## src/rtl/key_round_ctrl_pkg.sv

```systemverilog
// key_round_ctrl_pkg
//   Shared constants and types for the key/round sequencer and its datapath peers.
//   KEY_W   : subkey width produced by the key scheduler
//   state_t : sequencer state, fixed 3-bit encoding so other controllers can decode it
package key_round_ctrl_pkg;

    localparam int KEY_W = 8;

    typedef enum logic [2:0] {
        IDLE    = 3'd0,
        STEP    = 3'd1,
        WAIT    = 3'd2,
        PRESENT = 3'd3,
        DONE    = 3'd4
    } state_t;

endpackage

```

## src/rtl/key_round_ctrl_if.sv

```systemverilog
// key_round_ctrl_if
//   Round-key handshake from the sequencer to the cipher round datapath.
//   rk_valid/rk_ready : valid/ready handshake, transfer on valid & ready at an edge
//   rk_k1..rk_k3      : captured subkey triple
//   rk_round          : round index of the presented triple
//   rk_last           : presented triple belongs to the final round
//   master = sequencer side, slave = datapath side
interface key_round_ctrl_if #(
    parameter int KEY_W   = key_round_ctrl_pkg::KEY_W,
    parameter int ROUND_W = 5
);
    logic               rk_valid;
    logic               rk_ready;
    logic [KEY_W-1:0]   rk_k1;
    logic [KEY_W-1:0]   rk_k2;
    logic [KEY_W-1:0]   rk_k3;
    logic [ROUND_W-1:0] rk_round;
    logic               rk_last;

    modport master (
        output rk_valid, rk_k1, rk_k2, rk_k3, rk_round, rk_last,
        input  rk_ready
    );

    modport slave (
        input  rk_valid, rk_k1, rk_k2, rk_k3, rk_round, rk_last,
        output rk_ready
    );
endinterface

```

## src/rtl/key_round_ctrl_reg.sv

```systemverilog
// key_round_reg
//   Capture/hold register for one subkey triple plus its round index.
//   CLK, RST_N          : clock, async active-low clear
//   load                : capture d_* at the edge
//   d_k1..d_k3, d_round : values to capture
//   q_k1..q_k3, q_round : held values (kept until the next load)
module key_round_reg #(
    parameter int KEY_W   = 8,
    parameter int ROUND_W = 5
) (
    input  logic               CLK,
    input  logic               RST_N,
    input  logic               load,
    input  logic [KEY_W-1:0]   d_k1,
    input  logic [KEY_W-1:0]   d_k2,
    input  logic [KEY_W-1:0]   d_k3,
    input  logic [ROUND_W-1:0] d_round,
    output logic [KEY_W-1:0]   q_k1,
    output logic [KEY_W-1:0]   q_k2,
    output logic [KEY_W-1:0]   q_k3,
    output logic [ROUND_W-1:0] q_round
);
    always_ff @(posedge CLK or negedge RST_N) begin
        if (!RST_N) begin
            q_k1    <= '0;
            q_k2    <= '0;
            q_k3    <= '0;
            q_round <= '0;
        end else if (load) begin
            q_k1    <= d_k1;
            q_k2    <= d_k2;
            q_k3    <= d_k3;
            q_round <= d_round;
        end
    end
endmodule

```

## src/rtl/key_round_ctrl.sv

```systemverilog
// key_round_ctrl
//   Steps an external key scheduler once per round, captures its three subkeys and
//   presents them to the round datapath over valid/ready. NUM_ROUNDS rounds per
//   session, then a one-cycle done pulse.
//   CLK, RST_N         : clock, async active-low reset
//   start, abort       : session control (abort wins over everything)
//   busy, done         : status; done pulses once after the last transfer
//   ks_en              : scheduler step enable, one cycle per round
//   ks_k1..ks_k3       : scheduler subkeys, valid the cycle after ks_en
//   rk                 : round-key handshake (master side)
module key_round_ctrl #(
    parameter int NUM_ROUNDS = 16,
    parameter int ROUND_W    = 5,
    parameter int KEY_W      = key_round_ctrl_pkg::KEY_W
) (
    input  logic                 CLK,
    input  logic                 RST_N,
    input  logic                 start,
    input  logic                 abort,
    output logic                 busy,
    output logic                 done,
    output logic                 ks_en,
    input  logic [KEY_W-1:0]     ks_k1,
    input  logic [KEY_W-1:0]     ks_k2,
    input  logic [KEY_W-1:0]     ks_k3,
    key_round_ctrl_if.master     rk
);
    import key_round_ctrl_pkg::*;

    localparam logic [ROUND_W-1:0] LAST_RND = ROUND_W'(NUM_ROUNDS - 1);

    state_t             state;
    logic [ROUND_W-1:0] round;
    logic               valid_q;
    logic               last_q;
    logic               load;

    // Scheduler outputs settle one edge after ks_en; capture them on the WAIT edge
    // unless the session is being cancelled.
    assign load        = (state == WAIT) && !abort;
    assign rk.rk_valid = valid_q;
    assign rk.rk_last  = last_q;

    always_ff @(posedge CLK or negedge RST_N) begin
        if (!RST_N) begin
            state   <= IDLE;
            round   <= '0;
            busy    <= 1'b0;
            done    <= 1'b0;
            ks_en   <= 1'b0;
            valid_q <= 1'b0;
            last_q  <= 1'b0;
        end else begin
            done <= 1'b0;
            if (abort) begin
                state   <= IDLE;
                round   <= '0;
                busy    <= 1'b0;
                ks_en   <= 1'b0;
                valid_q <= 1'b0;
                last_q  <= 1'b0;
            end else begin
                case (state)
                    IDLE: if (start) begin
                        state <= STEP;
                        round <= '0;
                        busy  <= 1'b1;
                        ks_en <= 1'b1;
                    end
                    STEP: begin
                        state <= WAIT;
                        ks_en <= 1'b0;
                    end
                    WAIT: begin
                        state   <= PRESENT;
                        valid_q <= 1'b1;
                        last_q  <= (round == LAST_RND);
                    end
                    PRESENT: if (rk.rk_ready) begin
                        valid_q <= 1'b0;
                        last_q  <= 1'b0;
                        if (round == LAST_RND) begin
                            state <= DONE;
                            done  <= 1'b1;
                        end else begin
                            // counter stops at LAST_RND, so it can never wrap
                            round <= round + ROUND_W'(1);
                            state <= STEP;
                            ks_en <= 1'b1;
                        end
                    end
                    DONE: begin
                        state <= IDLE;
                        round <= '0;
                        busy  <= 1'b0;
                    end
                    default: begin
                        state <= IDLE;
                        busy  <= 1'b0;
                    end
                endcase
            end
        end
    end

    key_round_reg #(.KEY_W(KEY_W), .ROUND_W(ROUND_W)) u_reg (
        .CLK     (CLK),
        .RST_N   (RST_N),
        .load    (load),
        .d_k1    (ks_k1),
        .d_k2    (ks_k2),
        .d_k3    (ks_k3),
        .d_round (round),
        .q_k1    (rk.rk_k1),
        .q_k2    (rk.rk_k2),
        .q_k3    (rk.rk_k3),
        .q_round (rk.rk_round)
    );
endmodule

```

## src/flat_wrapper.sv

```systemverilog
// flat-port wrapper written by rule: the top's interface ports become plain ports
module key_round_ctrl_flat import key_round_ctrl_pkg::*;
#(
    parameter int NUM_ROUNDS = 16,
    parameter int ROUND_W    = 5,
    parameter int KEY_W      = key_round_ctrl_pkg::KEY_W
)
  (CLK, RST_N, start, abort, busy, done, ks_en, ks_k1, ks_k2, ks_k3, rk_rk_valid, rk_rk_k1, rk_rk_k2, rk_rk_k3, rk_rk_round, rk_rk_last, rk_rk_ready);
  key_round_ctrl_if #(.KEY_W(KEY_W), .ROUND_W(ROUND_W)) rk_i ();
  input  logic CLK;
  input  logic RST_N;
  input  logic start;
  input  logic abort;
  output logic busy;
  output logic done;
  output logic ks_en;
  input  logic [KEY_W-1:0] ks_k1;
  input  logic [KEY_W-1:0] ks_k2;
  input  logic [KEY_W-1:0] ks_k3;
  output wire logic [$bits(rk_i.rk_valid)-1:0] rk_rk_valid;
  output wire logic [$bits(rk_i.rk_k1)-1:0] rk_rk_k1;
  output wire logic [$bits(rk_i.rk_k2)-1:0] rk_rk_k2;
  output wire logic [$bits(rk_i.rk_k3)-1:0] rk_rk_k3;
  output wire logic [$bits(rk_i.rk_round)-1:0] rk_rk_round;
  output wire logic [$bits(rk_i.rk_last)-1:0] rk_rk_last;
  input wire logic [$bits(rk_i.rk_ready)-1:0] rk_rk_ready;
  assign rk_rk_valid = rk_i.rk_valid;
  assign rk_rk_k1 = rk_i.rk_k1;
  assign rk_rk_k2 = rk_i.rk_k2;
  assign rk_rk_k3 = rk_i.rk_k3;
  assign rk_rk_round = rk_i.rk_round;
  assign rk_rk_last = rk_i.rk_last;
  assign rk_i.rk_ready = rk_rk_ready;
  key_round_ctrl #(.NUM_ROUNDS(NUM_ROUNDS), .ROUND_W(ROUND_W), .KEY_W(KEY_W)) u_core (.CLK(CLK), .RST_N(RST_N), .start(start), .abort(abort), .busy(busy), .done(done), .ks_en(ks_en), .ks_k1(ks_k1), .ks_k2(ks_k2), .ks_k3(ks_k3), .rk(rk_i));
endmodule
```

## config.mk

```make
export PLATFORM = sky130hd
export DESIGN_NAME = key_round_ctrl_flat
export DESIGN_NICKNAME = d
export VERILOG_FILES = /design/src/rtl/key_round_ctrl_pkg.sv /design/src/rtl/key_round_ctrl_if.sv /design/src/rtl/key_round_ctrl_reg.sv /design/src/rtl/key_round_ctrl.sv /design/src/flat_wrapper.sv
export SDC_FILE = /design/constraint.sdc
export NUM_CORES = 1
export LEC_CHECK = 0
export ABC_AREA = 1
export CAP_MARGIN = 20
export CORE_MARGIN = 2
export CORE_UTILIZATION = 40
export DETAILED_ROUTE_END_ITERATION = 7
export PLACE_DENSITY = 0.72
export SLEW_MARGIN = 20
export SYNTH_ARGS = -nofsm -noshare
export SYNTH_HDL_FRONTEND = slang
export SYNTH_SLANG_ARGS = --single-unit
```

## constraint.sdc

```tcl
create_clock -name CLK -period 2.1 [get_ports CLK]
set_input_delay 0.63 -clock CLK [delete_from_list [all_inputs] [get_ports CLK]]
set_output_delay 0.63 -clock CLK [all_outputs]
set_load 0.01 [all_outputs]
```

==> reports/metrics.csv <==
metric,value,unit
ordered list of cells on the worst path,clkdlybuf4s50_1,
Relative slew margins,68.7,%
post-placement cell count,324,
CP Class,flop to primary output,
Layout area overhead,40.7,%
post-synthesis instance area,0.00186,mm2
HPWL Detailed,2800,um
delay of the slowest cell on the worst path,0.57,ns
dominant combinational cell family by area after synthesis,simple AND/OR/NAND/NOR gates,
sum of overflow across all layers after global routing,0,
area share of and/or/nand/nor cells after synthesis,19.8,%
Flop pwr share,43.8,%
count of H-tree levels built during CTS,2,
Setup Total Neg Slack,0,ns
post-synth top area share,56.6,%
Resize count post-CTS,0,
number of violations reported at the end of detailed-routing iteration 0,47,
Die X,72.1,um
final hold vios,0,
synthesized instance count,214,
compound-gate portion of the synthesized area,12.2,%
first-pass GRT wire length,6560,um
Worst EP required,1.47,ns
cells taking the most area after synthesis,"sky130_fd_sc_hd__dfrtp_1 (57%), sky130_fd_sc_hd__nand2_1 (11%), sky130_fd_sc_hd__o21ai_0 (8.6%)",
design internal power,0.00188,W
cell class contributing the biggest share of worst-path delay,buffers and inverters,
r2r startpoint,u_core.round[0],
share of the cycle needed by the critical path after routing,88.3,%
CTS tree,done,
average size of a mapped cell,8.67,um2
DRT met1 WL,1830,um
total nets after synthesis,245,
antenna violations before repair,0,
max cap viols,0,
quantity of I/O buffers inserted on ports,62,
"post-synthesis share of cell area spent on full adders, half adders and majority gates",1.35,%
post-detailed-route via-to-cell ratio,4.55,
"Cell Count, Final, Fillers Out",332,
finished layout cell area,0.00261,mm2
number of distinct library cell variants in the gate-level netlist after synthesis,23,
Tightest Pin Transition,0.470,ns
detailed-route wire length,3870,um
Filler Cell Count,413,
clk_lat worst skew,0.29,ns
Routed met3 length,183,um
clock group share of total power,19.5,%
post-synthesis share of cell area spent on xor and xnor gates,0,%
layout cell share with drive strength beyond 1,6.79,%
"commonest non-fill, non-tap cell in the layout",sky130_fd_sc_hd__clkdlybuf4s50_1,
number of synthesized register bits,42,
overall via count from detail_route,1511,
final net count,310,
fin crit period,1.85,ns
library cell with the largest summed area after synthesis,sky130_fd_sc_hd__dfrtp_1,
per-cell routed wire length,11.7,um
number of global-route vias before repair,1450,
highest-count cells in the layout ignoring fill and taps,"sky130_fd_sc_hd__clkdlybuf4s50_1 (61), sky130_fd_sc_hd__nand2_1 (56), sky130_fd_sc_hd__dfrtp_1 (42)",
share of the yosys chip area belonging to registers,56.6,%
Sw Share,29.9,%
Clock Skew,0.00563,ns
full die area,0.00520,mm2
Clock Pin Slew Worst Setup and Hold Paths,0.08,ns
global router's overall resource usage,16.1,%
path type of the worst min-delay path,primary input to async pin,
data arrival time of the critical path,1.22,ns
number of inserted diodes,0,
portion of netlist area occupied by mux cells,0,%
initial standard-cell utilization of the core,42.0,%
number of buffers added for setup after CTS,0,
quantity of hold-fixing buffers added after cts,0,
sum of met2 wire segment lengths after detailed routing,1780,um
area of the core,0.00441,mm2
boundary pin count,63,
Final Setup Violations,0,
sink count of the clock tree,42,
Max clock buf depth,2,
nature of the critical path endpoint,primary output,
Die Y,72.1,um
count of buffer and inverter cells on the critical path,1,
number of iterations in the first detailed-routing pass,4,
Gate power share,36.7,%
uppermost signal routing layer after detailed routing,met4,
root buffer cell,sky130_fd_sc_hd__clkbuf_8,
CP max stage cell,sky130_fd_sc_hd__clkdlybuf4s50_1,
antenna violation net count after detailed routing,0,
final count of pins violating max slew,0,
routability congestion estimate,0.806,
Static Leakage,1.33,nW
origin of the worst setup path,u_core.u_reg.q_k1[2],
pin count of the biggest net entering global routing,60,
placed standard-cell area,0.00252,mm2
setup repair after global routing missed its margin,false,
Rows,24,
total net switching power,0.000803,W
Critical Path Start Type,flop,
yosys synthesis warning count,0,
status,"finished, final reports clean",
worst supply voltage drop on vdd,0.396,mV
number of clock buffers inserted by TritonCTS,5,
Cell Pwr Density,1030,mW/mm2
highest net fanout along the worst path,2,
highest clock rate,539,MHz
remaining routing DRC violations,0,
[metal layers]
layer  up-vias  global-route usage (%)
met2        45                    25.3
met4         0                    6.50
li1        790                       -
met5         -                       0
met3         7                    3.06
met1       669                    22.2
[flip-flops by register name, indices dropped and copies added, names as in the netlist]
register and cells:
u_core.u_reg.q_k1 8, u_core.u_reg.q_k2 8, u_core.u_reg.q_k3 8, u_core.round 5, u_core.u_reg.q_round 5, u_core.state 3, u_core.busy 1, u_core.done 1
u_core.ks_en 1, u_core.rk.rk_last 1, u_core.rk.rk_valid 1
[path summary, 6_finish.rpt]
path,end,slack [ns],cells past startpoint
max,rk_rk_k1[2],0.25,1
min,u_core.u_reg.q_k1[0],0.28,1
max reg2reg,u_core.round[2],0.39,9
min reg2reg,u_core.rk.rk_last,0.49,2
max in group asynchronous,u_core.u_reg.q_round[1],1.25,2
min in group CLK,u_core.rk.rk_last,0.49,2
[area by class of cell]
type | count | area [um2] | area share, %
repair buffers | 65 | 651 | 24.9
multi-input cells | 129 | 618 | 23.7
well taps | 52 | 65.1 | 2.49
inverters | 36 | 135 | 5.17
flip-flops and latches | 42 | 1050 | 40.2
clock inverters | 1 | 5.00 | 0.192
clock buffers | 7 | 86.3 | 3.31
[Yosys cell counts]
library cell                n
sky130_fd_sc_hd__nand3_1    6
sky130_fd_sc_hd__clkbuf_2   1
sky130_fd_sc_hd__nand3_2    1
sky130_fd_sc_hd__inv_2      1
sky130_fd_sc_hd__o21ai_1    2
sky130_fd_sc_hd__o21ai_0   32
sky130_fd_sc_hd__o21bai_1   6
sky130_fd_sc_hd__nor2_4     2
sky130_fd_sc_hd__buf_2      1
sky130_fd_sc_hd__ha_1       2
sky130_fd_sc_hd__clkbuf_1   2
sky130_fd_sc_hd__nand2_1   56
sky130_fd_sc_hd__nor3_1     2
sky130_fd_sc_hd__nor2_1    12
sky130_fd_sc_hd__buf_6      3
sky130_fd_sc_hd__nand4_1    1
sky130_fd_sc_hd__dfrtp_1   42
sky130_fd_sc_hd__inv_1     35
sky130_fd_sc_hd__nand2_2    3
sky130_fd_sc_hd__a21oi_1    1
sky130_fd_sc_hd__nand3b_1   1
sky130_fd_sc_hd__nor2_2     1
sky130_fd_sc_hd__a31oi_1    1
[power groups by stage]
stage                     Clock [W]  Sequential [W]  Combinational, W
after floorplan                   0         0.00131          0.000278
after global placement            0         0.00118          0.000980
after detailed placement          0         0.00119           0.00100
after CTS                  0.000547         0.00118           0.00100
after global routing       0.000570         0.00121           0.00110
final                      0.000523         0.00118          0.000986
[cell families (layout without fill, tap and decap cells)]
logic type / Yosys count / in the layout
and+or+nand+nor: 85 / 85
adders and majority gates: 2 / 2
buffers and inverters: 43 / 109
DFF: 42 / 42
AOI/OAI and AO/OA: 42 / 42
[stage by stage]
step | setup slack [ns] | hold WS [ns] | util, % | power, W
after CTS | 0.242 | 0.301 | 59.2 | 0.00273
after global placement | 0.150 | 0.460 | 57.1 | 0.00216
after detailed placement | 0.0591 | 0.468 | 57.1 | 0.00219
final | 0.246 | 0.284 | 59.2 | 0.00269
after global routing | 0.194 | 0.324 | 59.2 | 0.00288
after floorplan | 0.640 | 0.334 | - | 0.00159
No activity file was read; power rests on OpenSTA's default activity.
